File: src/rtl/ahb_pkg.sv
// ahb_pkg
// Shared AHB definitions used by the decoder/controller slice:
//   htrans_t    - transfer type encodings (IDLE, BUSY, NONSEQ, SEQ)
//   HRESP_*     - response encodings (OKAY / ERROR)
//   ds_state_t  - default-slave FSM states (IDLE, ERR1, ERR2)
package ahb_pkg;

    typedef enum logic [1:0] {
        HTRANS_IDLE   = 2'b00,
        HTRANS_BUSY   = 2'b01,
        HTRANS_NONSEQ = 2'b10,
        HTRANS_SEQ    = 2'b11
    } htrans_t;

    localparam logic HRESP_OKAY  = 1'b0;
    localparam logic HRESP_ERROR = 1'b1;

    typedef enum logic [1:0] {
        DS_IDLE = 2'b00,
        DS_ERR1 = 2'b01,
        DS_ERR2 = 2'b10
    } ds_state_t;

endpackage

File: src/rtl/ahb_decoder_ctrl_if.sv
// ahb_decoder_ctrl_if
// Bus-side signals of the address decoder / data-phase select controller.
//   haddr, htrans, hready    : address phase and combined ready (from master side)
//   hsel_1..hsel_4           : combinational one-hot address-phase selects
//   sel                      : registered data-phase slave index for the response mux
//   dflt_active              : data phase belongs to the built-in default slave
//   hreadyout_dflt, hresp_dflt : default-slave response
// Modports: master (drives address phase, observes decode), slave (the decoder).
interface ahb_decoder_ctrl_if;

    logic [31:0] haddr;
    logic [1:0]  htrans;
    logic        hready;
    logic        hsel_1;
    logic        hsel_2;
    logic        hsel_3;
    logic        hsel_4;
    logic [1:0]  sel;
    logic        dflt_active;
    logic        hreadyout_dflt;
    logic        hresp_dflt;

    modport master (
        output haddr, htrans, hready,
        input  hsel_1, hsel_2, hsel_3, hsel_4, sel, dflt_active,
               hreadyout_dflt, hresp_dflt
    );

    modport slave (
        input  haddr, htrans, hready,
        output hsel_1, hsel_2, hsel_3, hsel_4, sel, dflt_active,
               hreadyout_dflt, hresp_dflt
    );

endinterface

File: src/rtl/ahb_default_slave.sv
// ahb_default_slave
// Built-in default slave: answers active transfers to unmapped addresses with
// a two-cycle ERROR response and keeps error status.
// Ports:
//   hclk, hresetn        : clock, async active-low reset
//   haddr, htrans        : address phase of the current transfer
//   hready               : combined bus ready (accept edge when high)
//   unmapped             : address phase decodes to no slave
//   hreadyout_dflt       : registered default-slave ready
//   hresp_dflt           : registered default-slave response (0 OKAY, 1 ERROR)
//   err_cnt              : saturating count of ERROR transfers
//   last_err_addr        : address of the most recent ERROR transfer
//
// state    | meaning
// DS_IDLE  | no error pending; OKAY, zero wait
// DS_ERR1  | first ERROR cycle, hreadyout low
// DS_ERR2  | second ERROR cycle, hreadyout high; may chain straight into ERR1
module ahb_default_slave
    import ahb_pkg::*;
(
    input  logic        hclk,
    input  logic        hresetn,
    input  logic [31:0] haddr,
    input  logic [1:0]  htrans,
    input  logic        hready,
    input  logic        unmapped,
    output logic        hreadyout_dflt,
    output logic        hresp_dflt,
    output logic [7:0]  err_cnt,
    output logic [31:0] last_err_addr
);

    ds_state_t state;
    logic      err_start;

    // IDLE and BUSY to an unmapped address get an OKAY, only real transfers error
    assign err_start = hready && unmapped &&
                       ((htrans == HTRANS_NONSEQ) || (htrans == HTRANS_SEQ));

    always_ff @(posedge hclk or negedge hresetn) begin
        if (!hresetn) begin
            state          <= DS_IDLE;
            hreadyout_dflt <= 1'b1;
            hresp_dflt     <= HRESP_OKAY;
            err_cnt        <= 8'd0;
            last_err_addr  <= 32'd0;
        end else begin
            case (state)
                DS_IDLE, DS_ERR2: begin
                    if (err_start) begin
                        state          <= DS_ERR1;
                        hreadyout_dflt <= 1'b0;
                        hresp_dflt     <= HRESP_ERROR;
                        last_err_addr  <= haddr;
                        if (err_cnt != 8'hFF) begin
                            err_cnt <= err_cnt + 8'd1;
                        end
                    end else begin
                        state          <= DS_IDLE;
                        hreadyout_dflt <= 1'b1;
                        hresp_dflt     <= HRESP_OKAY;
                    end
                end
                DS_ERR1: begin
                    state          <= DS_ERR2;
                    hreadyout_dflt <= 1'b1;
                    hresp_dflt     <= HRESP_ERROR;
                end
                default: begin
                    state          <= DS_IDLE;
                    hreadyout_dflt <= 1'b1;
                    hresp_dflt     <= HRESP_OKAY;
                end
            endcase
        end
    end

endmodule

File: src/rtl/ahb_decoder_ctrl.sv
// ahb_decoder_ctrl
// Address decoder and data-phase select controller for the AHB slave-response
// multiplexor. Decodes haddr into one-hot selects (slave1 highest priority),
// registers the slave index for the data phase and holds it across wait states.
// Ports:
//   hclk, hresetn   : clock, async active-low reset
//   bus (slave)     : haddr/htrans/hready in; hsel_1..4, sel, dflt_active,
//                     hreadyout_dflt, hresp_dflt out
//   err_cnt         : saturating ERROR transfer count
//   last_err_addr   : haddr of the most recent ERROR transfer
// Build option: AHB_DEFAULT_SLAVE_EN adds the built-in default slave. Without
// it, unmapped addresses alias to slave 4 and the default-slave outputs are
// tied to their idle values.
module ahb_decoder_ctrl
    import ahb_pkg::*;
#(
    parameter logic [31:0] S1_BASE     = 32'h0000_0000,
    parameter logic [31:0] S2_BASE     = 32'h1000_0000,
    parameter logic [31:0] S3_BASE     = 32'h2000_0000,
    parameter logic [31:0] S4_BASE     = 32'h3000_0000,
    parameter int          REGION_BITS = 28
)
(
    input  logic              hclk,
    input  logic              hresetn,
    ahb_decoder_ctrl_if.slave bus,
    output logic [7:0]        err_cnt,
    output logic [31:0]       last_err_addr
);

    logic [31-REGION_BITS:0] tag;
    logic [3:0]              hit;
    logic [1:0]              idx;
    logic                    unmapped;
    logic [1:0]              sel_q;

    assign tag = bus.haddr[31:REGION_BITS];

    always_comb begin
        hit      = 4'b0000;
        idx      = 2'd0;
        unmapped = 1'b0;
        if (tag == S1_BASE[31:REGION_BITS]) begin
            hit[0] = 1'b1;
            idx    = 2'd0;
        end else if (tag == S2_BASE[31:REGION_BITS]) begin
            hit[1] = 1'b1;
            idx    = 2'd1;
        end else if (tag == S3_BASE[31:REGION_BITS]) begin
            hit[2] = 1'b1;
            idx    = 2'd2;
        end else if (tag == S4_BASE[31:REGION_BITS]) begin
            hit[3] = 1'b1;
            idx    = 2'd3;
        end else begin
`ifdef AHB_DEFAULT_SLAVE_EN
            unmapped = 1'b1;
`else
            hit[3] = 1'b1;
            idx    = 2'd3;
`endif
        end
    end

    assign bus.hsel_1 = hit[0];
    assign bus.hsel_2 = hit[1];
    assign bus.hsel_3 = hit[2];
    assign bus.hsel_4 = hit[3];

    // An unmapped transfer keeps the previous index; dflt_active steers the mux instead
    always_ff @(posedge hclk or negedge hresetn) begin
        if (!hresetn) begin
            sel_q <= 2'd0;
        end else if (bus.hready && !unmapped) begin
            sel_q <= idx;
        end
    end

    assign bus.sel = sel_q;

`ifdef AHB_DEFAULT_SLAVE_EN
    logic dflt_q;

    always_ff @(posedge hclk or negedge hresetn) begin
        if (!hresetn) begin
            dflt_q <= 1'b0;
        end else if (bus.hready) begin
            dflt_q <= unmapped;
        end
    end

    assign bus.dflt_active = dflt_q;

    ahb_default_slave u_default_slave (
        .hclk           (hclk),
        .hresetn        (hresetn),
        .haddr          (bus.haddr),
        .htrans         (bus.htrans),
        .hready         (bus.hready),
        .unmapped       (unmapped),
        .hreadyout_dflt (bus.hreadyout_dflt),
        .hresp_dflt     (bus.hresp_dflt),
        .err_cnt        (err_cnt),
        .last_err_addr  (last_err_addr)
    );
`else
    logic unused_bus;

    assign unused_bus         = ^{bus.htrans, bus.haddr[REGION_BITS-1:0]};
    assign bus.dflt_active    = 1'b0;
    assign bus.hreadyout_dflt = 1'b1;
    assign bus.hresp_dflt     = HRESP_OKAY;
    assign err_cnt            = 8'd0;
    assign last_err_addr      = 32'd0;
`endif

endmodule
File: src/flat_wrapper.sv
// flat-port wrapper written by rule: the top's interface ports become plain ports
module ahb_decoder_ctrl_flat import ahb_pkg::*;
#(
    parameter logic [31:0] S1_BASE     = 32'h0000_0000,
    parameter logic [31:0] S2_BASE     = 32'h1000_0000,
    parameter logic [31:0] S3_BASE     = 32'h2000_0000,
    parameter logic [31:0] S4_BASE     = 32'h3000_0000,
    parameter int          REGION_BITS = 28
)
  (hclk, hresetn, err_cnt, last_err_addr, bus_haddr, bus_htrans, bus_hready, bus_hsel_1, bus_hsel_2, bus_hsel_3, bus_hsel_4, bus_sel, bus_dflt_active, bus_hreadyout_dflt, bus_hresp_dflt);
  ahb_decoder_ctrl_if bus_i ();
  input  logic hclk;
  input  logic hresetn;
  output logic [7:0] err_cnt;
  output logic [31:0] last_err_addr;
  input wire logic [$bits(bus_i.haddr)-1:0] bus_haddr;
  input wire logic [$bits(bus_i.htrans)-1:0] bus_htrans;
  input wire logic [$bits(bus_i.hready)-1:0] bus_hready;
  output wire logic [$bits(bus_i.hsel_1)-1:0] bus_hsel_1;
  output wire logic [$bits(bus_i.hsel_2)-1:0] bus_hsel_2;
  output wire logic [$bits(bus_i.hsel_3)-1:0] bus_hsel_3;
  output wire logic [$bits(bus_i.hsel_4)-1:0] bus_hsel_4;
  output wire logic [$bits(bus_i.sel)-1:0] bus_sel;
  output wire logic [$bits(bus_i.dflt_active)-1:0] bus_dflt_active;
  output wire logic [$bits(bus_i.hreadyout_dflt)-1:0] bus_hreadyout_dflt;
  output wire logic [$bits(bus_i.hresp_dflt)-1:0] bus_hresp_dflt;
  assign bus_i.haddr = bus_haddr;
  assign bus_i.htrans = bus_htrans;
  assign bus_i.hready = bus_hready;
  assign bus_hsel_1 = bus_i.hsel_1;
  assign bus_hsel_2 = bus_i.hsel_2;
  assign bus_hsel_3 = bus_i.hsel_3;
  assign bus_hsel_4 = bus_i.hsel_4;
  assign bus_sel = bus_i.sel;
  assign bus_dflt_active = bus_i.dflt_active;
  assign bus_hreadyout_dflt = bus_i.hreadyout_dflt;
  assign bus_hresp_dflt = bus_i.hresp_dflt;
  ahb_decoder_ctrl #(.S1_BASE(S1_BASE), .S2_BASE(S2_BASE), .S3_BASE(S3_BASE), .S4_BASE(S4_BASE), .REGION_BITS(REGION_BITS)) u_core (.hclk(hclk), .hresetn(hresetn), .bus(bus_i), .err_cnt(err_cnt), .last_err_addr(last_err_addr));
endmodule
File: config.mk
export PLATFORM = sky130hd
export DESIGN_NAME = ahb_decoder_ctrl_flat
export DESIGN_NICKNAME = d
export VERILOG_FILES = /design/src/rtl/ahb_pkg.sv /design/src/rtl/ahb_decoder_ctrl_if.sv /design/src/rtl/ahb_default_slave.sv /design/src/rtl/ahb_decoder_ctrl.sv /design/src/flat_wrapper.sv
export SDC_FILE = /design/constraint.sdc
export NUM_CORES = 1
export LEC_CHECK = 0
export ABC_CLOCK_PERIOD_IN_PS = 1200
export CORE_ASPECT_RATIO = 0.9
export CORE_MARGIN = 2
export CORE_UTILIZATION = 21
export DETAILED_ROUTE_END_ITERATION = 12
export PLACE_DENSITY = 0.85
export SYNTH_ARGS = -nofsm -noshare
export SYNTH_HDL_FRONTEND = slang
export SYNTH_HIERARCHICAL = 1
export SYNTH_SLANG_ARGS = --single-unit
File: constraint.sdc
create_clock -name hclk -period 1.2 [get_ports hclk]
set_clock_uncertainty 0.15 [all_clocks]
set_input_delay 0.18 -clock hclk [delete_from_list [all_inputs] [get_ports hclk]]
set_output_delay 0.18 -clock hclk [all_outputs]
set_load 0.01 [all_outputs]
### Word-level counts from Yosys, hierarchy flattened

Index checks and enable logic that the tools add are counted.

| word-level totals | value |
|---|---|
| register bits after elaboration | 2 |
| input port bits | 37 |
| output and inout bits | 49 |

| operators by class | value |
|---|---|
| equality and inequality tests | 2 |
| muxes and demuxes | 9 |
| reductions and logical operators | 1 |

Operators by type and width:

| cell | count |
|---|---|
| 2-bit 2-to-1 mux | 3 |
| 1-bit 2-to-1 mux | 5 |
| 4-bit by 1-bit equality test with 1-bit output, second input constant | 1 |
| 4-bit by 2-bit equality test with 1-bit output, second input constant | 1 |
| 4-bit zero test | 1 |
| 3-bit 2-to-1 mux | 1 |

### Depth between registers and ports, before layout

Gate-level depths: netlist of the first run.

| depth | value |
|---|---|
| depth after elaboration | 4 |
| gate-level depth with buffers | 2 |

### Least setup slack after synthesis of the first run

Ideal clock, no wire load.

| timing | value |
|---|---|
| path type | in2out |
| start | input port bus_haddr[29] |
| end | output port bus_hsel_1 |
| arrival | 0.624 ns |
| path slack | 0.246 ns |
| stages on the path | 1 |
| path buffers | 0 |
| cell sequence | nor4_1 |

| on the way | value |
|---|---|
| longest elaborated chain between the ends | 2 |

RTL lines:

| item | line | RTL |
|---|---|---|
| from (decl) | flat_wrapper.sv:16 | `input wire logic [$bits(bus_i.haddr)-1:0] bus_haddr;` |
| 4-bit zero test | ahb_decoder_ctrl.sv:43 | `if (tag == S1_BASE[31:REGION_BITS]) begin` |
| 1-bit 2-to-1 mux | ahb_decoder_ctrl.sv:43 |  |
| to (decl) | flat_wrapper.sv:19 | `output wire logic [$bits(bus_i.hsel_1)-1:0] bus_hsel_1;` |

Every way passes these cells.

### Final worst setup path of the first run

| timing | value |
|---|---|
| start | input port bus_haddr[29] |
| end | output port bus_hsel_4 |

| on the way | value |
|---|---|
| longest elaborated chain between the ends | 4 |
| elaborated cells on any way between the ends | 6 |
| those cells by class | eq/ne (2); mux (3); reduce/logical (1) |

RTL lines:

| item | line | RTL |
|---|---|---|
| 4-bit by 2-bit equality test with 1-bit output | ahb_decoder_ctrl.sv:49 | `end else if (tag == S3_BASE[31:REGION_BITS]) begin` |
| 1-bit 2-to-1 mux | ahb_decoder_ctrl.sv:49 |  |
| 2-bit 2-to-1 mux | ahb_decoder_ctrl.sv:46 | `end else if (tag == S2_BASE[31:REGION_BITS]) begin` |
| 3-bit 2-to-1 mux * | ahb_decoder_ctrl.sv:43 |  |
| to (decl) | flat_wrapper.sv:22 | `output wire logic [$bits(bus_i.hsel_4)-1:0] bus_hsel_4;` |

Mark *: on every way between the ends. The rest lies on a longest branch, timed or not.

==> flow_summary.ini, run 1 <==
[status]
run_status = finished, final reports clean

[timing]
rsz_0062_raised_after_global_routing = no
post-route-min-period_ns = 1.16
timing.fmax_mhz = 861
report.final.slew_viol_count = 0
finalHoldViolations = 0
final.period_utilization_pct = 96.8
report.final.setup_viol = 0

[detailed_routing]
detailroute.via_count = 271
wl_per_cell_um = 6.61
drt_drc_violations_left = 0
drt-initial-drc-count = 0
detail_route.vias_per_cell = 2.74
number_of_detailed_routing_iterations_run_before_antenna_repair = 1
final_antenna_net_count = 0
postRouteWirelength_um = 654

[pwr]
power-per-cell-area_nw_per_um2 = 750
fin_total_pwr_uw = 342
power.static_leakage_nw = 0.261
worst_ir_drop_vdd_mv = 0.359

[critical_path]
r2r_cells = 2
critPathBufInv = 2
crit_cells = 3
slowest_stage = sky130_fd_sc_hd__a211o_2
cp_cell_sequence = clkdlybuf4s15_2 -> a211o_2 -> buf_2
worstPathArrival_ns = 0.83
timing.critical_path.fanout_max = 4
slowest_delay_ns = 0.30
worstPathRequired_ns = 0.87
worst_setup_path_start_kind = primary input
path_class = primary input to output pin
worstSetupEndpointType = output pin
critPathTopFamily = buffers and inverters

[floorplanning]
chipHeight_um = 47.9
initial_utilization_pct = 22.9
fp.dieArea_um2 = 2530
io-pin-count = 86
fp.dieW_um = 52.8
core_area_um2 = 1970
placementRows = 15

[grt]
overflow = 0
pin_count_of_the_biggest_net_entering_global_routing = 6
grt_util_all_layers_pct = 5.39
grt_first_pass_wirelength_um = 862
grt_pass1_vias = 199
grt_antenna_before_repair = 0

[synthesis]
synth_cells = 57
post_synth.cell_area_avg_um2 = 7.90
post_synth_fa_ha_maj_area_fraction_pct = 0
synth-compound-area-share_pct = 4.44
yosysSeqAreaShare_pct = 11.1
synth.area.mux_share_pct = 0
synth-simple-area-share_pct = 11.1
ys_seq_elements = 2
mappedNetlistArea_um2 = 450
dominant_combinational_cell_family_by_area_after_synthesis = buffers and inverters
synth.lib_cells_used.distinct = 11
synth_xor_area_share_pct = 0
yosys_warnings = 6

[clocking]
cts_tree = done
clock_insertion_delay_worst_skew_ns = 0.22
cts.root.buffer_cell = sky130_fd_sc_hd__clkbuf_4
clock_tree.buffer_depth = 2
tritoncts_num_sinks = 2
number_of_buffers_created_by_cts = 3
h-tree-depth = 1
cts_clk_pin_slew_worst_paths_ns = 0.03

[hold_path]
worst_hold_path_type = primary input to flip-flop
hold_path_depth = 3

[final_layout]
largest_register_ffs = 2
finish.instance_area_um2 = 455
final_common_cell = sky130_fd_sc_hd__conb_1
final_cell_mix = sky130_fd_sc_hd__conb_1, sky130_fd_sc_hd__buf_2, sky130_fd_sc_hd__clkbuf_4, sky130_fd_sc_hd__buf_4
finalNetCount = 113
finish.utilization_pct = 23.1
synthToLayoutAreaGrowth_pct = 1.11
drive_above_1_share_pct = 25.7
antenna_cells_inserted = 0

[placed_design]
finalWeightedCongestion = 0.582
post_dp_cell_area_um2 = 448
number_of_port_buffers = 12
detailedPlacementHpwl_um = 545

[run]
cap_viol_max_count = 0
[power by group]
group	switching, mW	total, mW	internal [mW]	leakage (nW)
clock network	0.0380	0.148	0.110	0.0138
registers	0.00169	0.0735	0.0718	0.0190
logic	0.0878	0.120	0.0321	0.228
[metrics by stage]
step | hold WS [ns] | cells | worst slack (ns) | setup TNS [ns]
floorplan | -0.266 | 98 | 0.246 | 0
global placement | 0.201 | 94 | -0.715 | -3.12
detailed placement | 0.205 | 94 | -0.726 | -3.09
CTS | 0.201 | 99 | 0.00695 | 0
global route | 0.211 | 99 | 0.00399 | 0
finish | 0.192 | 99 | 0.0380 | 0
[path summary, 6_finish.rpt]
path / start / slack, ns / to
max in group asynchronous: hresetn / 0.26 / u_core/bus.sel[0]$_DFFE_PN0P_
hold / removal: bus_haddr[30] / 0.19 / u_core/bus.sel[1]$_DFFE_PN0P_
hold reg to reg: u_core/bus.sel[1]$_DFFE_PN0P_ / 0.37 / u_core/bus.sel[1]$_DFFE_PN0P_
setup / recovery: bus_haddr[29] / 0.04 / bus_hsel_4
min in group asynchronous: hresetn / 0.52 / u_core/bus.sel[1]$_DFFE_PN0P_
setup reg to reg: u_core/bus.sel[0]$_DFFE_PN0P_ / 0.43 / u_core/bus.sel[0]$_DFFE_PN0P_
[final cells by class]
class	count	area, um2
Tap cell	25	31.3
Multi-Input combinational cell	53	238
Fill cell	237	1520
Clock buffer	3	22.5
Timing Repair Buffer	16	114
Sequential cell	2	50.0
[logic make-up after synthesis]
logic type      after synthesis
buf+inv                      43
simple gates                  7
compound gates                3
flops                         2
other cells                   2
[worst min-delay path: stages]
cell and delay, ns:
sky130_fd_sc_hd__buf_2 0.14, sky130_fd_sc_hd__nor3_1 0.06, sky130_fd_sc_hd__a21oi_1 0.13
[Yosys cell counts (all sizes together)]
master	count	share of area, %
dfrtp	2	11
a21oi	2	2.2
nor4b	1	3.3
buf	43	72
conb	2	1.7
nor2	2	1.7
nor4	1	1.4
and2	1	1.4
nor3	2	3.3
a211o	1	2.2
[timing repair]
item	CTS	global route
setup buffers	1	0
endpoints found under the hold margin	2	0
resized for setup	36	2
setup endpoints to repair	6	4
pin swaps	3	2
hold buffers	1	0
[per-layer routing]
metal	wire, um	vias up	track usage [%]	share of wire (%)
met5	0	-	0	0
met4	10	0	7.69	1.5
met3	74	2	2.81	11
met2	358	24	7.50	55
met1	210	117	4.99	32
li1	-	128	-	-
Power figures use the tool's default switching activity.
==> run 2: changes to the inputs <==
Settings changed: ABC_CLOCK_PERIOD_IN_PS 1200 to 1000, CORE_UTILIZATION 21 to 17, PLACE_DENSITY 0.85 to 0.74.
Clock period 1.2 ns to 1 ns, I/O delays scaled along.
==> run 2 against run 1 <==
The run now ends with negative setup slack left. Register-to-register slack got worse by 0.23 ns. Sequential share of layout area decreased by 1.7 points. First-iteration DRC count unchanged. Die area increased by 22%. Via count increased by 3.3%. Design area increased by 18%. Setup slack got worse by 0.060 ns. Critical path depth decreased by 2. Flip-flop and latch count unchanged. Count of clock-buffer cells in the layout unchanged. Clock power increased by 19%. Worst hold slack got worse by 0.075 ns. Critical endpoint is now bus_sel[0].
==> flow_summary.ini, run 2 (synthesis results as in run 1) <==
[detailed_routing]
postRouteWirelength_um = 653
detailroute.via_count = 280
number_of_detailed_routing_iterations_run_before_antenna_repair = 1
drt-initial-drc-count = 0
wl_per_cell_um = 6.28
detail_route.vias_per_cell = 2.69
drt_drc_violations_left = 0
final_antenna_net_count = 0

[grt]
grt_util_all_layers_pct = 3.98
overflow = 0
grt_pass1_vias = 206
pin_count_of_the_biggest_net_entering_global_routing = 6
grt_first_pass_wirelength_um = 903
grt_antenna_before_repair = 0

[timing]
post-route-min-period_ns = 1.02
rsz_0062_raised_after_global_routing = yes
final.period_utilization_pct = 102
layout_setup_ws_ns = -0.0225
timing.fmax_mhz = 978
finalHoldViolations = 0
report.final.slew_viol_count = 0
report.final.setup_viol = 2

[pwr]
power.static_leakage_nw = 0.298
worst_ir_drop_vdd_mv = 0.359
fin_total_pwr_uw = 443
power-per-cell-area_nw_per_um2 = 822

[critical_path]
timing.critical_path.fanout_max = 2
crit_cells = 1
path_class = flip-flop to output pin
critPathBufInv = 1
critPathTopFamily = flip-flops
r2r_cells = 2
worstSetupEndpointType = output pin
worstPathArrival_ns = 0.72
slowest_stage = sky130_fd_sc_hd__dfrtp_1
worst_setup_path_start_kind = flip-flop
worstPathRequired_ns = 0.70
cp_cell_sequence = buf_6
slowest_delay_ns = 0.38

[final_layout]
final_common_cell = sky130_fd_sc_hd__conb_1
drive_above_1_share_pct = 28.9
finalNetCount = 115
largest_register_ffs = 2
antenna_cells_inserted = 0
synthToLayoutAreaGrowth_pct = 19.7
final_cell_mix = sky130_fd_sc_hd__conb_1, sky130_fd_sc_hd__buf_4, sky130_fd_sc_hd__buf_2

[placed_design]
finalWeightedCongestion = 0.638
detailedPlacementHpwl_um = 507
place_ws_ns = -0.851
number_of_port_buffers = 12

[status]
run_status = finished with violations
failing_checks = negative setup slack

[hold_path]
hold_path_depth = 3
worst_hold_path_type = primary input to flip-flop

[clocking]
clock_tree.buffer_depth = 2
cts_tree = done
number_of_buffers_created_by_cts = 3
cts_clk_pin_slew_worst_paths_ns = 0.03
cts.root.buffer_cell = sky130_fd_sc_hd__clkbuf_4
tritoncts_num_sinks = 2
clock_insertion_delay_worst_skew_ns = 0.22
h-tree-depth = 1

[floorplanning]
io-pin-count = 86
fp.dieW_um = 58.3
chipHeight_um = 52.8
core_area_um2 = 2490
placementRows = 17
initial_utilization_pct = 18.1
fp.dieArea_um2 = 3080

[run]
cap_viol_max_count = 0
-- run 2: cell types whose count changed in the layout (fill, tap and decap cells not counted), moves of 2 or more --
| cell | previous run | this run |
|---|---|---|
| sky130_fd_sc_hd__buf_8 | 0 | 2 |
| sky130_fd_sc_hd__buf_6 | 0 | 3 |
| sky130_fd_sc_hd__buf_2 | 7 | 4 |
| sky130_fd_sc_hd__buf_4 | 3 | 5 |
-- run 2: report_power, final --
group | switching [mW] | internal [mW]
clock | 0.0439 | 0.132
sequential | 0.00243 | 0.0862
combinational | 0.113 | 0.0659
total | 0.159 | 0.284
-- run 2: layout make-up --
cell class	instances	area, um2
repair buffers	18	171
clock buffers	3	22.5
multi-input cells	53	260
well taps	28	35.0
flip-flops and latches	2	50.0
fillers	275	1950
-- run 2: final timing paths --
path / startpoint / end / slack, ns
worst min-delay path: bus_haddr[31] / u_core/bus.sel[1]$_DFFE_PN0P_ / 0.12
worst min register to register: u_core/bus.sel[1]$_DFFE_PN0P_ / u_core/bus.sel[1]$_DFFE_PN0P_ / 0.37
worst max register to register: u_core/bus.sel[0]$_DFFE_PN0P_ / u_core/bus.sel[0]$_DFFE_PN0P_ / 0.20
max in group asynchronous: hresetn / u_core/bus.sel[0]$_DFFE_PN0P_ / 0.09
worst max-delay path: u_core/bus.sel[0]$_DFFE_PN0P_ / bus_sel[0] / -0.02
min in group asynchronous: hresetn / u_core/bus.sel[1]$_DFFE_PN0P_ / 0.49
-- run 2: timing repair --
| item | CTS | global route |
|---|---|---|
| hold endpoints to repair | 2 | 0 |
| gates resized for setup | 50 | 8 |
| endpoints found under the setup margin | 8 | 6 |
| pin swaps | 5 | 3 |
| buffers inserted | 3 | 1 |
| hold buffers | 1 | 0 |
-- run 2: per-stage QoR --
| step | cells | TNS (ns) | hold WS (ns) | utilization [%] | instance area (um2) |
|---|---|---|---|---|---|
| CTS | 103 | -0.0610 | 0.107 | 19.6 | 488 |
| global route | 104 | -0.143 | 0.163 | 21.7 | 539 |
| finish | 104 | -0.0381 | 0.118 | 21.7 | 539 |
| global placement | 96 | -4.18 | 0.173 | 17.8 | 444 |
| detailed placement | 96 | -4.22 | 0.172 | 17.8 | 444 |
| floorplan | 98 | 0 | -0.296 | - | 604 |
-- run 2: metal layers --
layer | part of all wire [%] | GRT usage [%] | vias to the layer above | routed length, um
met5 | 0 | 0 | - | 0
met4 | 0 | 3.49 | 0 | 0
met3 | 12 | 0.741 | 0 | 81
met2 | 59 | 5.99 | 23 | 387
met1 | 28 | 4.80 | 124 | 184
li1 | - | - | 133 | -
